File: src/rtl/vertex_loader_pkg.sv
// rtl/vertex_loader_pkg.sv - shared graph constants, vertex type and loader state encoding
package vertex_loader_pkg;

  // One host cacheline carries eight 64-bit vertex slots
  localparam int CL_W         = 512;
  localparam int VERTEX_W     = 64;
  localparam int VERTS_PER_CL = 8;
  localparam int VERT_IDX_W   = 3;

  typedef logic [VERTEX_W-1:0] vertex_t;

  typedef enum logic [1:0] {
    S_IDLE,
    S_REQ,
    S_WAIT,
    S_DONE
  } ld_state_t;

endpackage

File: src/rtl/vertex_loader.sv
// rtl/vertex_loader.sv - streams host cachelines into the vertex RAM by request tag
module vertex_loader
  import vertex_loader_pkg::*;
#(
  parameter int ADDR_W    = 8,
  parameter int CL_ADDR_W = 42
) (
  input  logic                 clk,
  input  logic                 reset,
  input  logic                 start,
  input  logic [CL_ADDR_W-1:0] base_addr,
  input  logic [ADDR_W:0]      num_vertices,
  output logic                 rd_req_valid,
  output logic [CL_ADDR_W-1:0] rd_req_addr,
  output logic [ADDR_W-4:0]    rd_req_tag,
  input  logic                 rd_req_almfull,
  input  logic                 rd_rsp_valid,
  input  logic [ADDR_W-4:0]    rd_rsp_tag,
  input  logic [CL_W-1:0]      rd_rsp_data,
  output logic [CL_W-1:0]      cl_out,
  output logic [ADDR_W-1:0]    w_addr,
  output logic                 we_out,
  output logic                 busy,
  output logic                 done
);

  localparam int TAG_W = ADDR_W - 3;
  // One extra bit so a completely full RAM's line count does not wrap
  localparam int CNT_W = ADDR_W - 2;

  ld_state_t state, next_state;

  logic [CL_ADDR_W-1:0] base_q;
  logic [CNT_W-1:0]     n_lines_q;
  logic [CNT_W-1:0]     req_cnt;
  logic [CNT_W-1:0]     rsp_cnt;

  logic [ADDR_W:0]      num_sat;
  logic [CNT_W-1:0]     n_lines_start;
  logic                 start_load;
  logic                 issue;
  logic                 rsp_accept;

  // Saturate the vertex count to the RAM size and round up to whole cachelines
  always_comb begin
    num_sat = num_vertices;
    if (num_vertices[ADDR_W]) begin
      num_sat = {1'b1, {ADDR_W{1'b0}}};
    end
    n_lines_start = CNT_W'((num_sat + (ADDR_W+1)'(VERTS_PER_CL - 1)) >> VERT_IDX_W);
  end

  // State register
  always_ff @(posedge clk) begin
    if (reset) begin
      state <= S_IDLE;
    end else begin
      state <= next_state;
    end
  end

  // Next-state decode plus status strobes; responses only count while busy
  always_comb begin
    next_state = state;
    busy       = 1'b0;
    done       = 1'b0;
    issue      = 1'b0;
    start_load = 1'b0;
    case (state)
      S_IDLE: begin
        if (start) begin
          if (n_lines_start != '0) begin
            start_load = 1'b1;
            next_state = S_REQ;
          end else begin
            next_state = S_DONE;
          end
        end
      end
      S_REQ: begin
        busy = 1'b1;
        if (!rd_req_almfull) begin
          issue = 1'b1;
          if (req_cnt == n_lines_q - CNT_W'(1)) begin
            next_state = (rsp_cnt == n_lines_q) ? S_DONE : S_WAIT;
          end
        end
      end
      S_WAIT: begin
        busy = 1'b1;
        if (rsp_cnt == n_lines_q) begin
          next_state = S_DONE;
        end
      end
      S_DONE: begin
        done       = 1'b1;
        next_state = S_IDLE;
      end
      default: next_state = S_IDLE;
    endcase
    rsp_accept = rd_rsp_valid & busy;
  end

  // Load parameters, request counter and the registered read-request port
  always_ff @(posedge clk) begin
    if (reset) begin
      base_q       <= '0;
      n_lines_q    <= '0;
      req_cnt      <= '0;
      rsp_cnt      <= '0;
      rd_req_valid <= 1'b0;
      rd_req_addr  <= '0;
      rd_req_tag   <= '0;
    end else begin
      rd_req_valid <= issue;
      if (start_load) begin
        base_q    <= base_addr;
        n_lines_q <= n_lines_start;
        req_cnt   <= '0;
        rsp_cnt   <= '0;
      end else begin
        if (issue) begin
          rd_req_addr <= base_q + CL_ADDR_W'(req_cnt);
          rd_req_tag  <= req_cnt[TAG_W-1:0];
          req_cnt     <= req_cnt + CNT_W'(1);
        end
        if (rsp_accept) begin
          rsp_cnt <= rsp_cnt + CNT_W'(1);
        end
      end
    end
  end

  // Each accepted response becomes one cacheline write addressed purely by its tag
  always_ff @(posedge clk) begin
    if (reset) begin
      we_out <= 1'b0;
      w_addr <= '0;
      cl_out <= '0;
    end else begin
      we_out <= rsp_accept;
      if (rsp_accept) begin
        w_addr <= {rd_rsp_tag, {VERT_IDX_W{1'b0}}};
        cl_out <= rd_rsp_data;
      end
    end
  end

endmodule

File: config.mk
export PLATFORM = sky130hd
export DESIGN_NAME = vertex_loader
export DESIGN_NICKNAME = d
export VERILOG_FILES = /design/src/rtl/vertex_loader_pkg.sv /design/src/rtl/vertex_loader.sv
export SDC_FILE = /design/constraint.sdc
export NUM_CORES = 1
export LEC_CHECK = 0
export ABC_AREA = 1
export BUFFER_PORTS_ARGS = -buffer_cell sky130_fd_sc_hd__buf_4
export CORE_AREA = 3 3 448 450
export CTS_CLUSTER_DIAMETER = 30
export DETAILED_ROUTE_END_ITERATION = 8
export DIE_AREA = 0 0 451 453
export GPL_ROUTABILITY_DRIVEN = 1
export HOLD_SLACK_MARGIN = 0.02
export PLACE_DENSITY = 0.34
export SYNTH_ARGS = -nofsm -noshare
export SYNTH_HDL_FRONTEND = slang
export SYNTH_SLANG_ARGS = --single-unit
File: constraint.sdc
create_clock -name clk -period 1.9 [get_ports clk]
set_input_delay 0.285 -clock clk [delete_from_list [all_inputs] [get_ports clk]]
set_output_delay 0.285 -clock clk [all_outputs]
set_load 0.02 [all_outputs]
==> key figures, run 1 <==
Drt
  • Pre-antenna DRT Iters: 5
  • Wire per inst: roughly 19 um
  • DR vias: around 30,000
  • WL final: 151 mm
  • Initial DRC count: around 1,500
  • Post-DR vias/cell: 3.64
  • Post-route DRC: 0
  • Antenna viol nets, final: 0

Clock network
  • TritonCTS clock tree: done
  • Total CTS buffers: 210
  • Root buffer cell: clkbuf_16
  • Clk Latency, worst-skew pair: 0.80 ns
  • Max Buffers Root-to-Sink: 3
  • H-tree levels: 4
  • Clock slew at reported path FFs: ~0.040 ns
  • Clock sinks: about 630

Logic synthesis
  • Synth area leaders: dfxtp_1, nor2_1, o21ai_0
  • Mapped Area: between 20,000 and 25,000 um^2
  • Top-area cell type share of the netlist area: between 50% and 60%
  • Post-synthesis sequential area ratio: 52.8%
  • Synth Register Bits: between 600 and 700
  • Syn Inst Count: 3,237
  • Cell taking the most area after synthesis: dfxtp_1
  • Ys Warns: 0
  • Avg Synthesized Cell Area: ~7.4 um^2
  • Post-synthesis cell type count: 31

Status
  • Status: complete, but fails checks
  • Failing checks: setup timing

Placement
  • Post-DP HPWL: between 100 and 150 mm
  • Routability cong.: ~0.88
  • I/O Buffers: between 1,000 and 1,500
  • Area after DPL: 37,300 um^2

Setup path
  • Crit end category: primary output
  • CP max FO: 2
  • Setup Crit Path Kind: reg -> out
  • Worst EP required: 1.62 ns
  • Setup crit start kind: flop
  • Arrival @ worst endpoint: about 1.7 ns

Final layout
  • Final instance area: between 50,000 and 60,000 um^2
  • Proportion of layout cells with a drive suffix above 1: around a third
  • Most common cell after layout, fill and taps aside: buf_4
  • Fillers: 21,658
  • Most frequent cells in the layout: buf_4, nor2_1, dfxtp_1
  • # nets final: 5,801
  • Area Growth Syn to Fin: 113%

STA
  • Final WS setup: -0.0691 ns
  • Setup violators final: 7
  • Fin crit period: about 2.0 ns
  • Slew HR: 55.9%
  • Setup tns final: -0.186 ns
  • Max Clock Freq: ~0.51 GHz
  • Slew Limit Fails: 0
  • Least-Margin Pin Slew: 0.662 ns
  • Period utilisation layout: 104%
  • RSZ-0062 raised after global routing: yes
  • Clock Skew: 0.0466 ns
  • Final hold violations: 0

Power and ir drop
  • Power per standard cell area: around 1700 nW/um^2
  • Overall Power: 84.4 mW
  • Pleak: approximately 22 nW
  • VDD IR max: between 0.9 and 1 mV

Die
  • Die Span Y: ~450 um
  • # rows: 163
  • I/O pin total: 1,144
  • Core area: about 200,000 um^2
  • Initial Utilization: 12.1%
  • Area of the die: a little over 200,000 um^2
  • Die extent in x: 451 um

Global routing
  • Global-route wire length before repair: 211 mm
  • GRT overflow: 0
  • Initial antenna violation count: 28
  • Vias in the first global route: roughly 30,000
  • GR Util All Layers: 14.1%
  • Largest net degree at the start of global routing: 93

Flow run
  • MaxCap Viol Count: 0

Hold path
  • Hold Path Class: in -> reg
-- state kept, by name, summed over array words and instances, names as in the netlist --
signal,flops
base_q,42
cl_out,512
n_lines_q,6
rd_req_addr,42
rd_req_tag,5
rd_req_valid,1
req_cnt,6
rsp_cnt,6
state,2
w_addr,5
we_out,1
-- worst max-delay path, stage by stage (launching register included) --
cell     delay, ns
dfxtp_2       0.32
inv_2         0.05
ha_4          0.29
buf_6         0.11
buf_8         0.11
-- per-layer routing --
metal | wire length (um) | up-vias | global-route usage (%)
met5 | 69 | - | 0
met4 | 6140 | 10 | 5.98
met3 | 10300 | 303 | 4.51
met2 | 73400 | 902 | 23.4
met1 | 61400 | 13629 | 16.6
li1 | - | 14429 | -
-- synthesized netlist by cell type --
| master | n |
|---|---|
| xnor2_1 | 22 |
| nand4_1 | 11 |
| nand2_2 | 1 |
| inv_1 | 78 |
| nand3_1 | 114 |
| nor2_1 | 1172 |
| o21ai_0 | 522 |
| ha_1 | 13 |
| inv_2 | 5 |
| fa_1 | 1 |
| nand4_2 | 1 |
| nor2_2 | 1 |
| a21oi_1 | 95 |
| a31oi_1 | 1 |
| o21ai_1 | 1 |
| o22ai_1 | 1 |
| clkbuf_1 | 189 |
| dfxtp_1 | 628 |
| buf_4 | 10 |
| buf_1 | 9 |
| o211ai_1 | 1 |
| xor2_1 | 19 |
| conb_1 | 1 |
| buf_6 | 1 |
| nand2_1 | 300 |
| or2_2 | 2 |
| nand3b_1 | 21 |
| buf_2 | 10 |
| nor3b_1 | 1 |
| nor3_1 | 4 |
| nor4_1 | 2 |
-- cell type report --
class / instances / area, um^2 / area share [%]
timing repair buffer: 1982 / 16800 / 33.1
inverter: 83 / 327 / 0.642
multi-input combinational: 2309 / 10500 / 20.7
clock inverter: 70 / 1060 / 2.08
tap: 2640 / 3300 / 6.49
sequential: 628 / 12600 / 24.8
antenna: 12 / 30.0 / 0.0590
clock buffer: 310 / 6200 / 12.2
-- worst paths after layout --
| path | from | endpoint | slack (ns) | cells after the start |
|---|---|---|---|---|
| worst max-delay path | state[1] | busy | -0.07 | 4 |
| worst min-delay path | rd_rsp_valid | we_out | 0.12 | 5 |
| worst max register to register | base_q[0] | rd_req_addr[32] | -0.04 | 12 |
| worst min register to register | cl_out[74] | cl_out[74] | 0.48 | 2 |
-- cell families (layout without fill, tap and decap cells) --
| family | after synthesis | in the layout | synth area share [%] |
|---|---|---|---|
| xor gates and xnor gates | 41 | 41 | 1.51 |
| adders and majority gates | 14 | 14 | 0.767 |
| and+or+nand+nor | 1630 | 1630 | 26.9 |
| buffers and inverters | 302 | 2445 | 5.00 |
| other | 1 | 15 | 0.0157 |
| AOI/OAI and AO/OA | 621 | 621 | 13.1 |
| DFF | 628 | 628 | 52.8 |
-- repair_timing --
item	in CTS	in global routing
endpoints found under the setup margin	56	47
setup buffers	4	4
gates resized for setup	56	83
cloned	0	1
hold buffers	564	0
hold endpoints to repair	573	0
pin swaps	12	31
-- through the flow --
step	hold slack, ns	instances	setup WS [ns]	utilization [%]
after floorplan	0.444	3239	-0.000194	-
after global placement	0.461	7069	-0.246	19.0
after detailed placement	0.464	7069	-0.246	19.0
after CTS	0.0393	8017	-0.180	25.6
after global routing	0.0864	8030	-0.194	25.8
final	0.122	8034	-0.0691	25.8
-- power by group --
part / switching (mW) / total [mW] / internal, mW
Clock: 10.1 / 34.7 / 24.5
Combinational: 17.1 / 28.9 / 11.8
Sequential: 3.05 / 20.8 / 17.8
Note: power is estimated with default switching activity, not from simulation.
==> inputs of run 2 (changes only) <==
--- a/config.mk
+++ b/config.mk
@@ -7,13 +7,14 @@
 export LEC_CHECK = 0
 export ABC_AREA = 1
 export BUFFER_PORTS_ARGS = -buffer_cell sky130_fd_sc_hd__buf_4
-export CORE_AREA = 3 3 448 450
+export CORE_AREA = 3 3 442 444
 export CTS_CLUSTER_DIAMETER = 30
 export DETAILED_ROUTE_END_ITERATION = 8
-export DIE_AREA = 0 0 451 453
+export DIE_AREA = 0 0 445 447
 export GPL_ROUTABILITY_DRIVEN = 1
 export HOLD_SLACK_MARGIN = 0.02
 export PLACE_DENSITY = 0.34
+export RECOVER_POWER = 100
 export SYNTH_ARGS = -nofsm -noshare
 export SYNTH_HDL_FRONTEND = slang
 export SYNTH_SLANG_ARGS = --single-unit
==> constraint.sdc (replaced) <==
create_clock -name clk -period 2 [get_ports clk]
set_input_delay 0.3 -clock clk [delete_from_list [all_inputs] [get_ports clk]]
set_output_delay 0.3 -clock clk [all_outputs]
set_load 0.02 [all_outputs]
==> key figures, run 2 (synthesized netlist as in run 1, its figures left out) <==
Setup path
  • Worst EP required: 2.71 ns (was 1.62 ns)
  • Setup crit start kind: input pin (was flop)
  • FF-to-FF path depth: 8 (was 12)
  • Crit-path most repeated cell: nand2_1
  • R2R Setup Slk: 0.03 ns (was -0.04 ns)
  • CP max FO: 29 (was 2)
  • Critical-path top delay cell: dlygate4sd3_1 (was dfxtp_2)
  • Delay-heaviest family, CP: buffers and inverters (was flip-flops)
  • Crit end category: flop (was primary output)
  • WP depth: 13 (was 4)
  • Arrival @ worst endpoint: 2.73 ns (was 1.68 ns)
  • CP peak stage delay: 0.56 ns (was 0.32 ns)
  • CP Cell Sequence: dlygate4sd3_1 -> clkbuf_4 -> nand4_1 -> dlygate4sd3_1 -> nand2_1 -> nand2_1 -> nand4_4 -> nand2_4 -> buf_12 -> buf_8 -> nand3b_1 -> nand2_1 -> nor2_1 (was inv_2 -> ha_4 -> buf_6 -> buf_8)
  • CP bufs+invs: 5 (was 3)
  • Setup Crit Path Kind: in -> reg (was reg -> out)

Global routing
  • Largest net degree at the start of global routing: 71 (was 93)
  • Initial antenna violation count: 20 (was 28)
  • GRT overflow: 0 (unchanged)
  • Vias in the first global route: 29,594 (was 30,030)
  • Global-route wire length before repair: 207 mm (was 211 mm)
  • GR Util All Layers: 14.2% (was 14.1%)

Die
  • Die Span Y: 447 um (was 453 um)
  • Die extent in x: 445 um (was 451 um)
  • Initial Utilization: 12.4% (was 12.1%)
  • # rows: 161 (was 163)
  • I/O pin total: 1,144 (unchanged)
  • Core area: 192,000 um^2 (was 197,000 um^2)
  • Area of the die: 199,000 um^2 (was 204,000 um^2)

Clock network
  • Clock sinks: 628 (unchanged)
  • Clk Latency, worst-skew pair: 0.82 ns (was 0.80 ns)
  • Root buffer cell: clkbuf_16 (unchanged)
  • H-tree levels: 4 (unchanged)
  • Clock slew at reported path FFs: 0.04 ns (about the same)
  • Max Buffers Root-to-Sink: 3 (unchanged)
  • Total CTS buffers: 219 (was 210)
  • TritonCTS clock tree: done (unchanged)

Flow run
  • MaxCap Viol Count: 0 (unchanged)

Drt
  • Post-route DRC: 0 (unchanged)
  • Pre-antenna DRT Iters: 7 (was 5)
  • WL final: 150 mm (was 151 mm)
  • DR vias: 29,160 (was 29,273)
  • Post-DR vias/cell: 3.68 (was 3.64)
  • Antenna viol nets, final: 0 (unchanged)
  • Initial DRC count: 1,536 (unchanged)
  • Wire per inst: 19.0 um (was 18.8 um)

Final layout
  • Most frequent cells in the layout: nor2_1, buf_4, dfxtp_1 (was buf_4, nor2_1, dfxtp_1)
  • Most common cell after layout, fill and taps aside: nor2_1 (was buf_4)
  • Proportion of layout cells with a drive suffix above 1: 24.3% (was 34.8%)
  • Biggest regs: cl_out (512), base_q (42), rd_req_addr (42) (unchanged)
  • Register area: 12,600 um^2 (about the same)
  • Final core utilization: 25.3% (was 25.8%)
  • Multi-input gate area: 10,300 um^2 (was 10,500 um^2)
  • Most flop-heavy register: cl_out (unchanged)
  • Max FFs per register: 512 (unchanged)
  • Fillers: 21,474 (was 21,658)
  • Area Growth Syn to Fin: 104% (was 113%)
  • # nets final: 5,788 (was 5,801)

Power and ir drop
  • Pleak: 20.2 nW (was 22.2 nW)
  • VDD IR max: 0.916 mV (was 0.923 mV)
  • Overall Power: 78.5 mW (was 84.4 mW)
  • Power per standard cell area: 1610 nW/um^2 (was 1660 nW/um^2)

STA
  • Slew Limit Fails: 0 (unchanged)
  • Least-Margin Pin Slew: 0.674 ns (was 0.662 ns)
  • RSZ-0062 raised after global routing: yes (unchanged)
  • Slew HR: 55.1% (was 55.9%)
  • Final WS setup: -0.0170 ns (was -0.0691 ns)
  • Setup violators final: 2 (was 7)
  • Period utilisation layout: 101%
  • Clock Skew: 0.0401 ns (was 0.0466 ns)
  • Final hold violations: 0 (unchanged)
  • Setup tns final: -0.0272 ns (was -0.186 ns)
  • Worst hold slack: 0.115 ns (was 0.122 ns)
  • Max Clock Freq: between 0.4 and 0.5 GHz
  • Fin crit period: 2.02 ns

Placement
  • I/O Buffers: 1,140 (unchanged)
  • Routability cong.: 0.833 (was 0.879)
  • Post-DP HPWL: 117 mm (was 119 mm)

Status
  • Status: complete, but fails checks (unchanged)
  • Failing checks: setup timing (unchanged)

Hold path
  • Worst Hold Depth: 6 (was 5)
  • Hold Path Class: in -> reg (unchanged)
run 2: cell types whose count changed in the layout (fill, tap and decap cells not counted), sizes merged:
cell / change
buf: -632
clkbuf: +587
clkinv: +31
bufinv: +11
dlygate4sd3: +4
diode: -3
inv: +2
clkinvlp: -1
run 2: worst min-delay path, cell delays in order:
cell,delay (ns)
buf_4,0.10
inv_2,0.06
buf_4,0.15
o21ai_0,0.08
nand3_1,0.08
a21oi_1,0.13
run 2: metrics by stage:
| step | area [um^2] | setup slack (ns) | cells |
|---|---|---|---|
| floorplan | 23800 | 0.00582 | 3239 |
| global placement | 37100 | -0.135 | 6925 |
| detailed placement | 37100 | -0.127 | 6925 |
| CTS | 50600 | -0.0820 | 7899 |
| global route | 48700 | -0.0879 | 7915 |
| finish | 48700 | -0.0170 | 7919 |
run 2: final cells by class:
class	count	share of cell area [%]
clock buffer	291	12.6
tap	2526	6.49
inverter	83	0.671
sequential	628	25.9
clock inverter	113	3.15
timing repair buffer	1960	29.9
multi-input combinational	2309	21.2
antenna	9	0.0463
run 2: repair_timing:
action / 4_1_cts / 5_1_grt
gates cloned: 0 / 5
pin swaps: 7 / 23
hold endpoints to repair: 572 / 0
hold buffers: 568 / 0
endpoints found under the setup margin: 33 / 53
resized for setup: 29 / 64
buffers inserted: 2 / 7
run 2: path summary, 6_finish.rpt:
check	start	endpoint
worst max-delay path	num_vertices[5]	rd_req_addr[28]
worst min-delay path	num_vertices[8]	n_lines_q[5]
worst max register to register	state[1]	cl_out[306]
worst min register to register	cl_out[106]	cl_out[106]
run 2: power breakdown:
group / switching (mW) / total, mW / internal (mW)
sequential: 2.70 / 19.6 / 16.9
clock: 10.1 / 35.0 / 24.9
combinational: 16.2 / 23.9 / 7.70
total: 29.1 / 78.5 / 49.5
run 2: per-layer routing:
layer  up-vias  global-route usage (%)  wire [um]
met3       272                    4.38       9500
li1      14420                       -          -
met2       907                    23.7      72800
met5         -                       0         39
met4         6                    6.14       5940
met1     13555                    16.9      62000
==> inputs of run 3 (changes only) <==
--- a/config.mk
+++ b/config.mk
@@ -7,13 +7,13 @@
 export LEC_CHECK = 0
 export ABC_AREA = 1
 export BUFFER_PORTS_ARGS = -buffer_cell sky130_fd_sc_hd__buf_4
-export CORE_AREA = 3 3 442 444
+export CORE_AREA = 3 3 450 452
 export CTS_CLUSTER_DIAMETER = 30
 export DETAILED_ROUTE_END_ITERATION = 8
-export DIE_AREA = 0 0 445 447
+export DIE_AREA = 0 0 453 455
 export GPL_ROUTABILITY_DRIVEN = 1
 export HOLD_SLACK_MARGIN = 0.02
-export PLACE_DENSITY = 0.34
+export PLACE_DENSITY = 0.33
 export RECOVER_POWER = 100
 export SYNTH_ARGS = -nofsm -noshare
 export SYNTH_HDL_FRONTEND = slang
==> key figures, run 3 (synthesized netlist as in run 1, its figures left out) <==
Status
  • Status: complete, no violations (was complete, but fails checks)

Hold path
  • Worst Hold Depth: 3 (was 6)
  • Hold Path Class: in -> reg (unchanged)

Power and ir drop
  • Pleak: 20.6 nW (was 20.2 nW)
  • VDD IR max: 1.08 mV (was 0.916 mV)
  • Power per standard cell area: 1610 nW/um^2 (about the same)

Final layout
  • Max FFs per register: 512 (unchanged)
  • Most flop-heavy register: cl_out (unchanged)
  • # nets final: 5,747 (was 5,788)
  • Proportion of layout cells with a drive suffix above 1: 26.6% (was 24.3%)
  • Final core utilization: 24.7% (was 25.3%)
  • Most frequent cells in the layout: nor2_1, buf_4, dfxtp_1 (unchanged)
  • Area Growth Syn to Fin: 107% (was 104%)
  • Fillers: 22,055 (was 21,474)
  • Non-filler cells, final: 8,008 (was 7,919)
  • Most common cell after layout, fill and taps aside: nor2_1 (unchanged)
  • Biggest regs: cl_out (512), base_q (42), rd_req_addr (42) (unchanged)

Die
  • Die extent in x: 453 um (was 445 um)
  • # rows: 164 (was 161)
  • I/O pin total: 1,144 (unchanged)
  • Initial Utilization: 12.0% (was 12.4%)
  • Area of the die: 206,000 um^2 (was 199,000 um^2)
  • Die Span Y: 455 um (was 447 um)
  • Core area: 199,000 um^2 (was 192,000 um^2)

Drt
  • Post-route DRC: 0 (unchanged)
  • Antenna viol nets, final: 0 (unchanged)
  • Initial DRC count: 1,543 (was 1,536)
  • Wire per inst: 19.3 um (was 19.0 um)
  • Post-DR vias/cell: 3.64 (was 3.68)
  • Pre-antenna DRT Iters: 5 (was 7)
  • WL final: 154 mm (was 150 mm)
  • DR vias: 29,171 (was 29,160)

STA
  • Least-Margin Pin Slew: 0.659 ns (was 0.674 ns)
  • Fin crit period: 1.98 ns (was 2.02 ns)
  • Period utilisation layout: 99.1% (was 101%)
  • Setup violators final: 0 (was 2)
  • RSZ-0062 raised after global routing: yes (unchanged)
  • Slew HR: 56.1% (was 55.1%)
  • Slew Limit Fails: 0 (unchanged)
  • Clock Skew: 0.0949 ns (was 0.0401 ns)
  • Max Clock Freq: 0.505 GHz (was 0.496 GHz)
  • Final hold violations: 0 (unchanged)
  • Final WS setup: 0.0181 ns (was -0.0170 ns)
  • Setup tns final: 0 ns (was -0.0272 ns)

Clock network
  • Root buffer cell: clkbuf_16 (unchanged)
  • Clock slew at reported path FFs: 0.04 ns (about the same)
  • TritonCTS clock tree: done (unchanged)
  • Clk Latency, worst-skew pair: 0.84 ns (was 0.82 ns)
  • Max Buffers Root-to-Sink: 3 (unchanged)
  • Total CTS buffers: 210 (was 219)
  • Clock sinks: 628 (unchanged)
  • H-tree levels: 4 (unchanged)

Placement
  • Pre-CTS setup slack: -0.183 ns (was -0.127 ns)
  • Routability cong.: 0.844 (was 0.833)
  • Placed Cells: 7,031 (was 6,925)
  • Post-DP HPWL: 121 mm (was 117 mm)
  • I/O Buffers: 1,140 (unchanged)

Global routing
  • Largest net degree at the start of global routing: 78 (was 71)
  • GRT overflow: 0 (unchanged)
  • GR Util All Layers: 14.1% (was 14.2%)
  • Initial antenna violation count: 33 (was 20)
  • Global-route wire length before repair: 213 mm (was 207 mm)
  • Vias in the first global route: 29,530 (was 29,594)

Setup path
  • Arrival @ worst endpoint: 2.65 ns (was 2.73 ns)
  • Crit end category: flop (unchanged)
  • Setup Crit Path Kind: reg -> reg (was in -> reg)
  • Setup crit start kind: flop (was input pin)
  • Worst EP required: 2.67 ns (was 2.71 ns)
  • CP max FO: 7 (was 29)
  • FF-to-FF path depth: 12 (was 8)

Flow run
  • MaxCap Viol Count: 0 (unchanged)
==> run 3: worst max-delay path: stages, from the launching register on <==
cell and delay (ns):
dfxtp_2 0.35, ha_4 0.14, inv_2 0.04, fa_2 0.45, o21ai_4 0.24, nand2_2 0.12
nand2_8 0.14, nand3_2 0.06, nand2_1 0.06, nand2_1 0.04, nand3b_1 0.15, nand2_1 0.07
nor2_1 0.03
==> run 3: power breakdown <==
group          total, mW  internal [mW]  switching [mW]
logic               25.1           8.83            16.3
clock network       34.6           24.7            9.95
registers           19.7           16.9            2.86
total               79.4           50.4            29.1
==> run 3: final timing paths <==
path	startpoint	end	slack, ns
hold / removal	rd_rsp_data[503]	cl_out[503]	0.04
hold reg to reg	base_q[2]	base_q[2]	0.47
setup / recovery	req_cnt[0]	rd_req_addr[40]	0.02
setup reg to reg	req_cnt[0]	rd_req_addr[40]	0.02
==> run 3: stage by stage <==
step	power, mW	hold WS, ns	instance area [um^2]
final	79.4	0.0404	49200
after global routing	83.7	0.0472	49200
after detailed placement	46.5	0.456	37000
after CTS	82.9	0.0366	50300
after global placement	46.5	0.454	37000
after floorplan	32.0	0.444	23800
==> run 3: per-layer routing <==
metal	vias up	GRT usage, %	part of all wire, %
met4	6	4.66	2.8
met5	-	0	0.028
met1	13629	16.9	40
met3	258	4.39	7.3
li1	14311	-	-
met2	967	24.0	50
==> run 3: cell type report <==
| class | count | area, um^2 | area share, % |
|---|---|---|---|
| inverters | 83 | 329 | 0.668 |
| diodes | 14 | 35.0 | 0.0712 |
| flip-flops and latches | 628 | 12600 | 25.5 |
| clock inverters | 95 | 1580 | 3.20 |
| repair buffers | 1928 | 15000 | 30.4 |
| clock buffers | 295 | 6030 | 12.3 |
| well taps | 2656 | 3320 | 6.75 |
| multi-input cells | 2309 | 10400 | 21.1 |
==> run 3: repair_timing <==
action                                  in CTS  in global routing
endpoints found under the hold margin      568                  0
pin swaps                                    1                 17
setup buffers                                2                  7
endpoints found under the setup margin      16                 42
hold buffers                               564                  0
resized for setup                           12                 76
